File: src/rtl/cpu_types_pkg.sv
// Shared CPU types for the fetch stage: machine word, fetch FSM states,
// word-alignment mask and the helper that applies it.
package cpu_types_pkg;

   typedef logic [31:0] word_t;

   typedef enum logic [1:0] {
      FETCH  = 2'd0,
      VALID  = 2'd1,
      HALTED = 2'd2
   } fetch_state_t;

   localparam word_t WORD_ALIGN_MASK = 32'hFFFF_FFFC;

   // Instruction addresses are word aligned; the low two bits are dropped.
   function automatic word_t align_word(input word_t addr);
      return addr & WORD_ALIGN_MASK;
   endfunction

endpackage

File: src/rtl/instr_fetch_unit_if.sv
// Fetch-stage bus bundle: icache read port, decode handshake and the
// execute-stage redirect/halt controls. The master side is the fetch unit.
interface instr_fetch_unit_if;
   import cpu_types_pkg::*;

   logic  iREN;
   word_t iaddr;
   logic  ihit;
   word_t iload;
   word_t instr;
   logic  instr_valid;
   logic  instr_ready;
   word_t pc;
   word_t pc_plus4;
   logic  redirect;
   word_t redirect_pc;
   logic  halt;

   modport master (
      output iREN, iaddr, instr, instr_valid, pc, pc_plus4,
      input  ihit, iload, instr_ready, redirect, redirect_pc, halt
   );

   modport slave (
      input  iREN, iaddr, instr, instr_valid, pc, pc_plus4,
      output ihit, iload, instr_ready, redirect, redirect_pc, halt
   );

endinterface

File: src/rtl/sat_counter.sv
// 32-bit event counter that sticks at all-ones instead of wrapping.
// clr has priority over en.
module sat_counter
   import cpu_types_pkg::*;
(
   input  logic  CLK,
   input  logic  nRST,
   input  logic  clr,
   input  logic  en,
   output word_t count
);

   // Count enabled events, holding at the maximum value.
   always_ff @(posedge CLK or negedge nRST) begin
      if (!nRST) begin
         count <= 32'h0000_0000;
      end else if (clr) begin
         count <= 32'h0000_0000;
      end else if (en && (count != 32'hFFFF_FFFF)) begin
         count <= count + 32'd1;
      end else begin
         count <= count;
      end
   end

endmodule

File: src/rtl/instr_fetch_unit.sv
// Instruction fetch unit: holds the PC, issues one icache read at a time,
// latches the returned word and hands it to decode on valid/ready.
// Execute can redirect the PC; a HALT delivered to decode stops fetch
// until reset. Optional performance counters are built when the macro
// FETCH_PERF_EN is defined; otherwise both counter ports read zero.
module instr_fetch_unit
   import cpu_types_pkg::*;
#(
   parameter word_t PC_INIT = 32'h0000_0000
) (
   input  logic               CLK,
   input  logic               nRST,
   instr_fetch_unit_if.master bus,
   output logic               halted,
   output word_t              fetch_count,
   output word_t              wait_count
);

   fetch_state_t state;
   word_t        cur_pc;
   word_t        instr_word;

   // Fetch FSM: PC update, instruction latch and state sequencing.
   always_ff @(posedge CLK or negedge nRST) begin
      if (!nRST) begin
         state      <= FETCH;
         cur_pc     <= PC_INIT;
         instr_word <= 32'h0000_0000;
      end else begin
         case (state)
            FETCH: begin
               // A redirect wins over a same-cycle hit; that data is stale.
               if (bus.redirect) begin
                  cur_pc <= align_word(bus.redirect_pc);
               end else if (bus.ihit) begin
                  instr_word <= bus.iload;
                  state      <= VALID;
               end else begin
                  state <= FETCH;
               end
            end
            VALID: begin
               if (bus.instr_ready && bus.halt) begin
                  state <= HALTED;
               end else if (bus.redirect) begin
                  // Covers both a consumed word and a dropped one.
                  cur_pc <= align_word(bus.redirect_pc);
                  state  <= FETCH;
               end else if (bus.instr_ready) begin
                  cur_pc <= cur_pc + 32'd4;
                  state  <= FETCH;
               end else begin
                  state <= VALID;
               end
            end
            HALTED: begin
               state <= HALTED;
            end
            default: begin
               state <= FETCH;
            end
         endcase
      end
   end

   assign bus.iREN        = (state == FETCH) & nRST;
   assign bus.iaddr       = cur_pc;
   assign bus.pc          = cur_pc;
   assign bus.pc_plus4    = cur_pc + 32'd4;
   assign bus.instr       = instr_word;
   assign bus.instr_valid = (state == VALID);
   assign halted          = (state == HALTED);

`ifdef FETCH_PERF_EN
   logic fetch_event;
   logic wait_event;

   // Neither event can occur in HALTED, so both counters freeze there.
   assign fetch_event = (state == VALID) & bus.instr_ready;
   assign wait_event  = (state == FETCH) & ~bus.ihit;

   sat_counter u_fetch_cnt (
      .CLK   (CLK),
      .nRST  (nRST),
      .clr   (1'b0),
      .en    (fetch_event),
      .count (fetch_count)
   );

   sat_counter u_wait_cnt (
      .CLK   (CLK),
      .nRST  (nRST),
      .clr   (1'b0),
      .en    (wait_event),
      .count (wait_count)
   );
`else
   assign fetch_count = 32'h0000_0000;
   assign wait_count  = 32'h0000_0000;
`endif

endmodule

File: src/flat_wrapper.sv
// flat-port wrapper written by rule: the top's interface ports become plain ports
module instr_fetch_unit_flat import cpu_types_pkg::*;
#(
   parameter word_t PC_INIT = 32'h0000_0000
)
  (CLK, nRST, halted, fetch_count, wait_count, bus_iREN, bus_iaddr, bus_instr, bus_instr_valid, bus_pc, bus_pc_plus4, bus_ihit, bus_iload, bus_instr_ready, bus_redirect, bus_redirect_pc, bus_halt);
  instr_fetch_unit_if bus_i ();
  input  logic CLK;
  input  logic nRST;
  output logic halted;
  output word_t fetch_count;
  output word_t wait_count;
  output wire logic [$bits(bus_i.iREN)-1:0] bus_iREN;
  output wire logic [$bits(bus_i.iaddr)-1:0] bus_iaddr;
  output wire logic [$bits(bus_i.instr)-1:0] bus_instr;
  output wire logic [$bits(bus_i.instr_valid)-1:0] bus_instr_valid;
  output wire logic [$bits(bus_i.pc)-1:0] bus_pc;
  output wire logic [$bits(bus_i.pc_plus4)-1:0] bus_pc_plus4;
  input wire logic [$bits(bus_i.ihit)-1:0] bus_ihit;
  input wire logic [$bits(bus_i.iload)-1:0] bus_iload;
  input wire logic [$bits(bus_i.instr_ready)-1:0] bus_instr_ready;
  input wire logic [$bits(bus_i.redirect)-1:0] bus_redirect;
  input wire logic [$bits(bus_i.redirect_pc)-1:0] bus_redirect_pc;
  input wire logic [$bits(bus_i.halt)-1:0] bus_halt;
  assign bus_iREN = bus_i.iREN;
  assign bus_iaddr = bus_i.iaddr;
  assign bus_instr = bus_i.instr;
  assign bus_instr_valid = bus_i.instr_valid;
  assign bus_pc = bus_i.pc;
  assign bus_pc_plus4 = bus_i.pc_plus4;
  assign bus_i.ihit = bus_ihit;
  assign bus_i.iload = bus_iload;
  assign bus_i.instr_ready = bus_instr_ready;
  assign bus_i.redirect = bus_redirect;
  assign bus_i.redirect_pc = bus_redirect_pc;
  assign bus_i.halt = bus_halt;
  instr_fetch_unit #(.PC_INIT(PC_INIT)) u_core (.CLK(CLK), .nRST(nRST), .bus(bus_i), .halted(halted), .fetch_count(fetch_count), .wait_count(wait_count));
endmodule
File: config.mk
export PLATFORM = sky130hd
export DESIGN_NAME = instr_fetch_unit_flat
export DESIGN_NICKNAME = d
export VERILOG_FILES = /design/src/rtl/cpu_types_pkg.sv /design/src/rtl/instr_fetch_unit_if.sv /design/src/rtl/sat_counter.sv /design/src/rtl/instr_fetch_unit.sv /design/src/flat_wrapper.sv
export SDC_FILE = /design/constraint.sdc
export NUM_CORES = 1
export LEC_CHECK = 0
export CORE_MARGIN = 3
export CORE_UTILIZATION = 39
export CTS_BUF_LIST = sky130_fd_sc_hd__clkbuf_8
export DETAILED_ROUTE_END_ITERATION = 6
export PLACE_DENSITY = 0.84
export SLEW_MARGIN = 20
export SYNTH_ARGS = -nofsm -noshare
export SYNTH_HDL_FRONTEND = slang
export SYNTH_SLANG_ARGS = --single-unit
export TNS_END_PERCENT = 10
File: constraint.sdc
create_clock -name CLK -period 2.1 [get_ports CLK]
set_clock_uncertainty 0.05 [all_clocks]
set_input_delay 0.315 -clock CLK [delete_from_list [all_inputs] [get_ports CLK]]
set_output_delay 0.315 -clock CLK [all_outputs]
set_load 0.02 [all_outputs]
# Yosys cells after proc, flatten, opt, wreduce, memory -nomap -nowiden
# Cells that the tools add are included.
[word_totals] regBits=66 elab_cells=28 output_inout_bits=195 in_bits=70
[op_classes] mux=11 n_bitwise=2 n_eq_ne=6 add_sub_neg=1 n_reduce_logical=5
[ops] operator="$mux 32" count=4
[ops] operator="$pmux 32 s2" count=1
[ops] operator="$add 32x3->32 const B" count=1
[ops] operator="$mux 2" count=3
[ops] operator="$ne 2x2->1 const B" count=3
[ops] operator="$pmux 2 s3" count=1
[ops] operator="$reduce_and 4->1" count=1
[ops] operator="$ne 3x1->1 const B" count=1
[ops] operator="$reduce_and 3->1" count=1
[ops] operator="$eq 2x1->1 const B" count=1
[ops] operator="$eq 2x2->1 const B" count=1
[ops] operator="$logic_not 2->1" count=1
[ops] operator="$mux 1" count=2
[ops] operator="$reduce_bool 2->1" count=1
[ops] operator="$and 1x1->1" count=1
[ops] operator="$logic_and 1x1->1" count=1
[ops] operator="$not 1->1" count=1

# Longest topological paths before layout
# Gate-level depths: netlist (run 1).
[logic_depth] word_depth=5 ltp_mapped=7 ltp_nobuf=5

# Least setup slack after synthesis (run 1)
# Ideal clock, no wire load.
[synth_path] path_type="register to output" start="register u_core.cur_pc[2], in the netlist u_core.bus.iaddr[2]" end="output port bus_pc_plus4[16]" arrival_time_ps=2020 path_buffers=2 stages_incl_launch_ff=8 t_required_ps=1735 setup_slack_ps=-285 path_cell_list="dfrtp_1 > ha_1 > clkbuf_1 > nand3_1 > nor3_1 > buf_2 > nand4_1 > xnor2_1"
[synth_between] elab_chain_cells=1
[synth_lines] item="start, declared" line="instr_fetch_unit.sv:20" text="word_t cur_pc;"
[synth_lines] item="start signal, assigned" line="instr_fetch_unit.sv:34" text="cur_pc <= align_word(bus.redirect_pc);"
[synth_lines] item="start signal, assigned" line="instr_fetch_unit.sv:47" text="cur_pc <= align_word(bus.redirect_pc);"
[synth_lines] item="start signal, assigned" line="instr_fetch_unit.sv:50" text="cur_pc <= cur_pc + 32'd4;"
[synth_lines] item="$add 32x3->32" line="instr_fetch_unit.sv:69" text="assign bus.pc_plus4 = cur_pc + 32'd4;"
[synth_lines] item="end, declared" line="flat_wrapper.sv:18" text="output wire logic [$bits(bus_i.pc_plus4)-1:0] bus_pc_plus4;"
# Every way passes these cells.

# Final worst setup path (run 1)
[layout_path] start="register u_core.cur_pc[14], in the netlist u_core.bus.iaddr[14]" end="output port bus_pc_plus4[19]"
# Same word-level chain as after synthesis.

==> results of run 1 <==
[per-layer routing]
metal | share of wire (%) | vias to the layer above | GRT usage, %
met2 | 51 | 337 | 42.2
met1 | 36 | 2237 | 26.3
met5 | 0 | - | 0
li1 | - | 2066 | -
met3 | 9.6 | 43 | 4.08
met4 | 2.7 | 0 | 10.1
[cell type report]
class / count / area share (%)
Clock buffer: 12 / 2.22
Clock inverter: 4 / 0.908
Inverter: 6 / 0.303
Multi-Input combinational cell: 357 / 34.8
Sequential cell: 64 / 21.7
Tap cell: 140 / 2.35
Timing Repair Buffer: 300 / 37.7
[metrics by stage]
stage / setup WS (ns) / cells / setup TNS (ns) / util, % / cell area [um^2]
floorplan: -0.0819 / 562 / -0.553 / - / 4890
global placement: -0.342 / 852 / -4.81 / 62.1 / 6870
detailed placement: -0.383 / 852 / -5.80 / 62.1 / 6870
CTS: -0.270 / 878 / -3.06 / 65.8 / 7290
global route: -0.386 / 883 / -6.01 / 67.2 / 7440
finish: -0.327 / 883 / -4.41 / 67.2 / 7440
[power by group]
group,switching (uW),leakage (uW),internal (uW)
Combinational,3280,0.00240,2940
Sequential,373,0.000743,1720
Clock,450,0.000125,757
Total,4100,0.00326,5420
[cells by family after synthesis]
| family | share of synthesized area (%) |
|---|---|
| AND/OR/NAND/NOR | 17.8 |
| buffers and inverters | 20.6 |
| AO/OA/AOI/OAI | 12.4 |
| flip-flops | 35.3 |
| multiplexers | 8.17 |
| XOR/XNOR | 5.41 |
| adder cells (fa/ha/maj) | 0.276 |
| other | 0.0827 |
[path summary, 6_finish.rpt]
| check | slack (ns) | cells after the start | end | from |
|---|---|---|---|---|
| min in group CLK | 0.46 | 1 | u_core.bus.instr[4]$_DFFE_PN0P_ | u_core.bus.instr[4]$_DFFE_PN0P_ |
| max | -0.33 | 6 | bus_pc_plus4[19] | u_core.bus.iaddr[14]$_DFFE_PN0P_ |
| min reg2reg | 0.46 | 1 | u_core.bus.instr[4]$_DFFE_PN0P_ | u_core.bus.instr[4]$_DFFE_PN0P_ |
| min | 0.17 | 2 | u_core.bus.iaddr[22]$_DFFE_PN0P_ | nRST |
| max in group asynchronous | 1.23 | 2 | u_core.state[0]$_DFFE_PN0P_ | nRST |
| max reg2reg | 0.13 | 8 | u_core.bus.iaddr[14]$_DFFE_PN0P_ | u_core.bus.iaddr[3]$_DFFE_PN0P_ |
[synth_stat cells (2+ instances only)]
| cell type | instances |
|---|---|
| a41o_1 | 2 |
| nor2b_1 | 2 |
| nor4_1 | 11 |
| and3_1 | 7 |
| a31oi_1 | 2 |
| xnor2_1 | 18 |
| nand3b_1 | 3 |
| buf_2 | 15 |
| a31o_2 | 2 |
| o211ai_1 | 7 |
| o311ai_0 | 3 |
| nand4_1 | 17 |
| nor4b_1 | 11 |
| nand2_1 | 27 |
| clkbuf_1 | 15 |
| o21ai_0 | 13 |
| nor3b_1 | 2 |
| dfrtp_1 | 64 |
| xor2_1 | 10 |
| a211o_1 | 2 |
| a22oi_1 | 3 |
| mux2_2 | 32 |
| inv_1 | 6 |
| nand3_1 | 11 |
| a21oi_1 | 21 |
| o2bb2ai_1 | 6 |
| o22a_1 | 2 |
| o22ai_1 | 4 |
| and4_1 | 2 |
| nand2b_1 | 2 |
| a21o_1 | 2 |
| buf_4 | 102 |
| buf_1 | 2 |
| or3_1 | 6 |
| a2bb2oi_1 | 4 |
| nor3_1 | 7 |
| nor2_1 | 26 |
| and2_1 | 3 |
[critical path, cell delays in order (launching register included)]
cell and delay [ns]:
dfrtp_1 0.38, nand4_1 0.20, buf_4 0.19, or4_4 0.53, nor2_4 0.12, xor2_2 0.16, buf_6 0.14
[sequential cells by signal (all words and copies together), names as in the netlist]
name and count:
u_core.bus.instr 32, u_core.bus.iaddr 30, u_core.state 2
[repair_timing]
item / 4_1_cts / 5_1_grt
pin swaps: 15 / 12
setup buffers: 10 / 5
resized for setup: 160 / 26
setup endpoints to repair: 29 / 28
==> flow_metrics.env, run 1 <==
export IMPL_ioPinCount=265
export IMPL_antenna_found_initial=0
export IMPL_power_uw=9520
export IMPL_fp_row_count=38
export IMPL_hold_ws_ns=0.172
export IMPL_start_util_pct=40.9
export IMPL_synth_edff_count=0
export IMPL_layout_commonest_cell="clkdlybuf4s50_1"
export IMPL_worstSkewPairLatency_ns=0.34
export IMPL_cts_made_buffers=9
export IMPL_num_vias=4683
export IMPL_violations="negative setup slack"
export IMPL_avgViaCountPerCell=5.30
export IMPL_worst_slack_ns=-0.327
export IMPL_grt_use_total_pct=23.1
export IMPL_synth_cell_types=57
export IMPL_finalHoldViolations=0
export IMPL_ys_flop_type="dfrtp_1"
export IMPL_yosysTopAreaCell="dfrtp_1"
export IMPL_root_buffer="clkbuf_8"
export IMPL_slew_viol_final=0
export IMPL_synthTopCellsByArea="dfrtp_1 (35%), buf_4 (17%), mux2_2 (7.9%)"
export IMPL_crit_fanout=3
export IMPL_portBuffers=192
export IMPL_multiInputGateArea_mm2=0.00259
export IMPL_area_delta_synth_final_pct=64.2
export IMPL_setup_worst_path_class="reg2out"
export IMPL_arrival_ns=2.06
export IMPL_dieArea_mm2=0.0130
export IMPL_critPathLaunchType="register"
export IMPL_ys_warn_count=0
export IMPL_wl_um=16100
export IMPL_leakage_uw=0.00326
export IMPL_period_share_pct=116
export IMPL_fin_crit_ns=2.43
export IMPL_grt_max_degree=65
export IMPL_dp_hpwl_um=11600
export IMPL_die_y_um=114
export IMPL_max_clock_path_buffers=2
export IMPL_die_x_um=114
export IMPL_relSlewSlack_pct=45.3
export IMPL_cts_hold_fix_buffers=0
export IMPL_netlist_area_mm2=0.00453
export IMPL_overflow=0
export IMPL_synth_top_area_share_pct=35.3
export IMPL_ir_drop_uv=763
export IMPL_nNetsFinal=809
export IMPL_htree_levels=3
export IMPL_setup_viol=23
export IMPL_register_area_mm2=0.00161
export IMPL_fillers=812
export IMPL_netlist_instances=493
export IMPL_detail_route_iter0_violations=375
export IMPL_synthArstFlopShare_pct=100
export IMPL_rsz0062_at_grt="yes"
export IMPL_drtAntennaViolNets=0
export IMPL_gp_congestion=0.849
export IMPL_core_area_mm2=0.0111
export IMPL_outcome="complete, but fails checks"
export IMPL_grt_pass1_vias=4591
export IMPL_drv_cap=0
export IMPL_drc=0
export IMPL_cp_required_ns=1.74
export IMPL_n_antenna_cell=0
export IMPL_cts_tree="built"
export IMPL_worstMarginPinSlew_ns=0.820
export IMPL_ys_seq_elements=64
export IMPL_final_cell_mix="clkdlybuf4s50_1 (161), buf_4 (111), conb_1 (70), dfrtp_1 (55), mux2_2 (32)"
export IMPL_syn_avg_cell_area_um2=9.19
export IMPL_wire_per_inst_um=18.3
export IMPL_fmax_mhz=412
export IMPL_dr_pass1_iters=5
export IMPL_p_per_area_mw_per_mm2=1280
export IMPL_clk_pin_slew_worst_paths_ns=0.07
export IMPL_synth_seq_area_share_pct=35.3
export IMPL_cts_sinks=64
export IMPL_grt_pass1_wl_um=23700
export IMPL_min_path_type="in2async"
export IMPL_endpoint_kind="output pin"
export IMPL_drive_above_1_share_pct=32.8
No activity file was read; power rests on OpenSTA's default activity.
==> run 2, diff against run 1 <==
--- a/config.mk
+++ b/config.mk
@@ -6,12 +6,13 @@
 export NUM_CORES = 1
 export LEC_CHECK = 0
 export CORE_MARGIN = 3
-export CORE_UTILIZATION = 39
+export CORE_UTILIZATION = 38
 export CTS_BUF_LIST = sky130_fd_sc_hd__clkbuf_8
 export DETAILED_ROUTE_END_ITERATION = 6
 export PLACE_DENSITY = 0.84
 export SLEW_MARGIN = 20
 export SYNTH_ARGS = -nofsm -noshare
 export SYNTH_HDL_FRONTEND = slang
+export SYNTH_HIERARCHICAL = 1
 export SYNTH_SLANG_ARGS = --single-unit
 export TNS_END_PERCENT = 10
==> flow_metrics.env, run 2 <==
export IMPL_grt_pass1_vias=4103
export IMPL_leakage_uw=0.00294
export IMPL_yosysMostFrequentCell="buf_4"
export IMPL_endpoint_kind="output pin"
export IMPL_cp_depth=8
export IMPL_nNetsFinal=739
export IMPL_synthArstFlopShare_pct=100
export IMPL_gp_congestion=0.844
export IMPL_area_delta_synth_final_pct=60.4
export IMPL_fin_crit_ns=2.36
export IMPL_start_util_pct=39.9
export IMPL_crit_fanout=6
export IMPL_drc=0
export IMPL_root_buffer="clkbuf_8"
export IMPL_drv_cap=0
export IMPL_cts_made_buffers=9
export IMPL_cts_tree="built"
export IMPL_crit_chain="ha_4 > nand4_1 > nor3_2 > buf_6 > buf_8 > nand3_2 > xnor2_2 > buf_4"
export IMPL_synthTopCellsByArea="dfrtp_1 (38%), buf_4 (18%), mux2_2 (8.1%)"
export IMPL_drtAntennaViolNets=0
export IMPL_reg2reg_depth=9
export IMPL_fillers=830
export IMPL_slew_viol_final=0
export IMPL_netlist_instances=439
export IMPL_relSlewSlack_pct=44.3
export IMPL_ys_seq_elements=64
export IMPL_htree_levels=3
export IMPL_num_vias=3970
export IMPL_detail_route_iter0_violations=173
export IMPL_period_share_pct=112
export IMPL_drive_above_1_share_pct=27.6
export IMPL_synth_cell_types=43
export IMPL_wl_um=13400
export IMPL_n_antenna_cell=0
export IMPL_worst_slack_ns=-0.257
export IMPL_grt_use_total_pct=21.0
export IMPL_outcome="complete, but fails checks"
export IMPL_grt_max_degree=65
export IMPL_synth_seq_area_share_pct=38.2
export IMPL_grt_pass1_wl_um=21100
export IMPL_synth_top_area_share_pct=38.2
export IMPL_place_area_mm2=0.00638
export IMPL_synth_edff_count=0
export IMPL_avgViaCountPerCell=4.91
export IMPL_overflow=0
export IMPL_critPathBufInv=3
export IMPL_min_path_type="in2async"
export IMPL_arrival_ns=1.99
export IMPL_cts_hold_fix_buffers=0
export IMPL_largest_reg_flops=32
export IMPL_worstSkewPairLatency_ns=0.34
export IMPL_cts_sinks=64
export IMPL_worstMarginPinSlew_ns=0.835
export IMPL_ys_warn_count=6
export IMPL_antenna_found_initial=0
export IMPL_dr_pass1_iters=4
export IMPL_violations="negative setup slack"
export IMPL_max_clock_path_buffers=2
export IMPL_fmax_mhz=424
export IMPL_netlist_area_mm2=0.00419
export IMPL_finalHoldViolations=0
export IMPL_yosysTopAreaCell="dfrtp_1"
export IMPL_fp_row_count=37
export IMPL_critPathLaunchType="register"
export IMPL_cp_required_ns=1.74
export IMPL_syn_avg_cell_area_um2=9.55
export IMPL_slowest_stage="dfrtp_2"
export IMPL_portBuffers=192
export IMPL_die_y_um=111
export IMPL_rsz0062_at_grt="yes"
export IMPL_synth_common_cells="buf_4 (101), dfrtp_1 (64), nand2_1 (34), mux2_2 (30), a21oi_1 (29)"
export IMPL_setup_viol=23
export IMPL_clk_pin_slew_worst_paths_ns=0.07
export IMPL_ioPinCount=265
export IMPL_critPathTopFamily="buffers and inverters"
export IMPL_hold_ws_ns=0.159
export IMPL_wire_per_inst_um=16.5
export IMPL_ir_drop_uv=643
export IMPL_final_cell_mix="clkdlybuf4s50_1 (160), buf_4 (91), conb_1 (70), dfrtp_1 (62), nand2_1 (33)"
export IMPL_ys_flop_type="dfrtp_1"
export IMPL_slowest_delay_ns=0.43
export IMPL_dp_hpwl_um=10100
export IMPL_core_area_mm2=0.0105
export IMPL_layout_commonest_cell="clkdlybuf4s50_1"
export IMPL_setup_worst_path_class="reg2out"
export IMPL_power_uw=8880
export IMPL_die_x_um=111
export IMPL_dieArea_mm2=0.0123
export IMPL_p_per_area_mw_per_mm2=1320
export IMPL_fin_area_mm2=0.00673
run 2: cell types whose count changed after synthesis, sizes merged, moves of 5 or more:
cell	previous run	this run
o22ai	4	21
nor2	26	11
a2bb2oi	4	17
nor4	12	1
nor4b	11	0
buf	119	111
nand2	27	35
nand4	18	10
a21oi	22	29
clkbuf	16	10
o211ai	7	2
o21ai	13	8
run 2: worst paths after layout:
| check | from | endpoint | slack [ns] |
|---|---|---|---|
| setup reg to reg | u_core/bus.iaddr[2]$_DFFE_PN0P_ | u_core/bus.iaddr[22]$_DFFE_PN0P_ | 0.14 |
| min in group CLK | u_core/bus.instr[5]$_DFFE_PN0P_ | u_core/bus.instr[5]$_DFFE_PN0P_ | 0.44 |
| hold reg to reg | u_core/bus.instr[5]$_DFFE_PN0P_ | u_core/bus.instr[5]$_DFFE_PN0P_ | 0.44 |
| setup / recovery | u_core/bus.iaddr[2]$_DFFE_PN0P_ | bus_pc_plus4[16] | -0.26 |
| max in group asynchronous | nRST | u_core/bus.iaddr[3]$_DFFE_PN0P_ | 1.23 |
| hold / removal | nRST | u_core/bus.iaddr[22]$_DFFE_PN0P_ | 0.16 |
run 2: timing repair:
action                     4_1_cts  5_1_grt
setup endpoints to repair       29       29
buffers inserted                 0        5
pin swaps                        7        4
gates resized for setup        139       17
run 2: cell type report:
class | count | area [um^2] | share of cell area (%)
multi-input combinational | 320 | 2170 | 32.3
clock buffer | 11 | 151 | 2.25
clock inverter | 5 | 103 | 1.53
inverter | 3 | 11.3 | 0.167
sequential | 64 | 1600 | 23.9
tap | 136 | 170 | 2.53
timing repair buffer | 270 | 2510 | 37.3
run 2: stage by stage:
step                      worst slack, ns  cells  utilization, %  setup TNS [ns]
after floorplan                   -0.0725    508               -          -0.496
after global placement             -0.323    788            60.7           -5.53
after CTS                          -0.384    804            63.5           -4.90
final                              -0.257    809            64.0           -3.89
after detailed placement           -0.404    788            60.7           -7.00
after global routing               -0.363    809            64.0           -6.18
run 2: cells by family after synthesis:
kind of cell,after synthesis,synth area share (%)
adder cells (fa/ha/maj),1,0.298
AND/OR/NAND/NOR,101,12.9
buffers and inverters,124,20.3
multiplexers,34,9.10
XOR/XNOR,28,5.85
flip-flops,64,38.2
AO/OA/AOI/OAI,86,13.2
other,1,0.0894
run 2: routing by layer:
| metal | part of all wire, % | GRT usage (%) | routed length [um] |
|---|---|---|---|
| met2 | 51 | 36.7 | 6810 |
| met3 | 8.0 | 5.46 | 1070 |
| met1 | 39 | 24.5 | 5220 |
| met5 | 0 | 0 | 0 |
| met4 | 1.9 | 8.68 | 258 |
run 2: worst reg2reg max path, cell delays in order, from the launching register on:
cell	delay, ns
dfrtp_2	0.43
ha_4	0.16
nand4_1	0.15
nor3_2	0.17
buf_6	0.16
buf_4	0.12
nand3_1	0.14
buf_4	0.18
a21oi_1	0.14
a2bb2oi_1	0.19
run 2: report_power, final:
part / total [uW] / internal, uW / leakage, uW / switching (uW)
combinational: 5520 / 2680 / 0.00208 / 2840
sequential: 2010 / 1700 / 0.000737 / 307
clock: 1340 / 851 / 0.000126 / 490
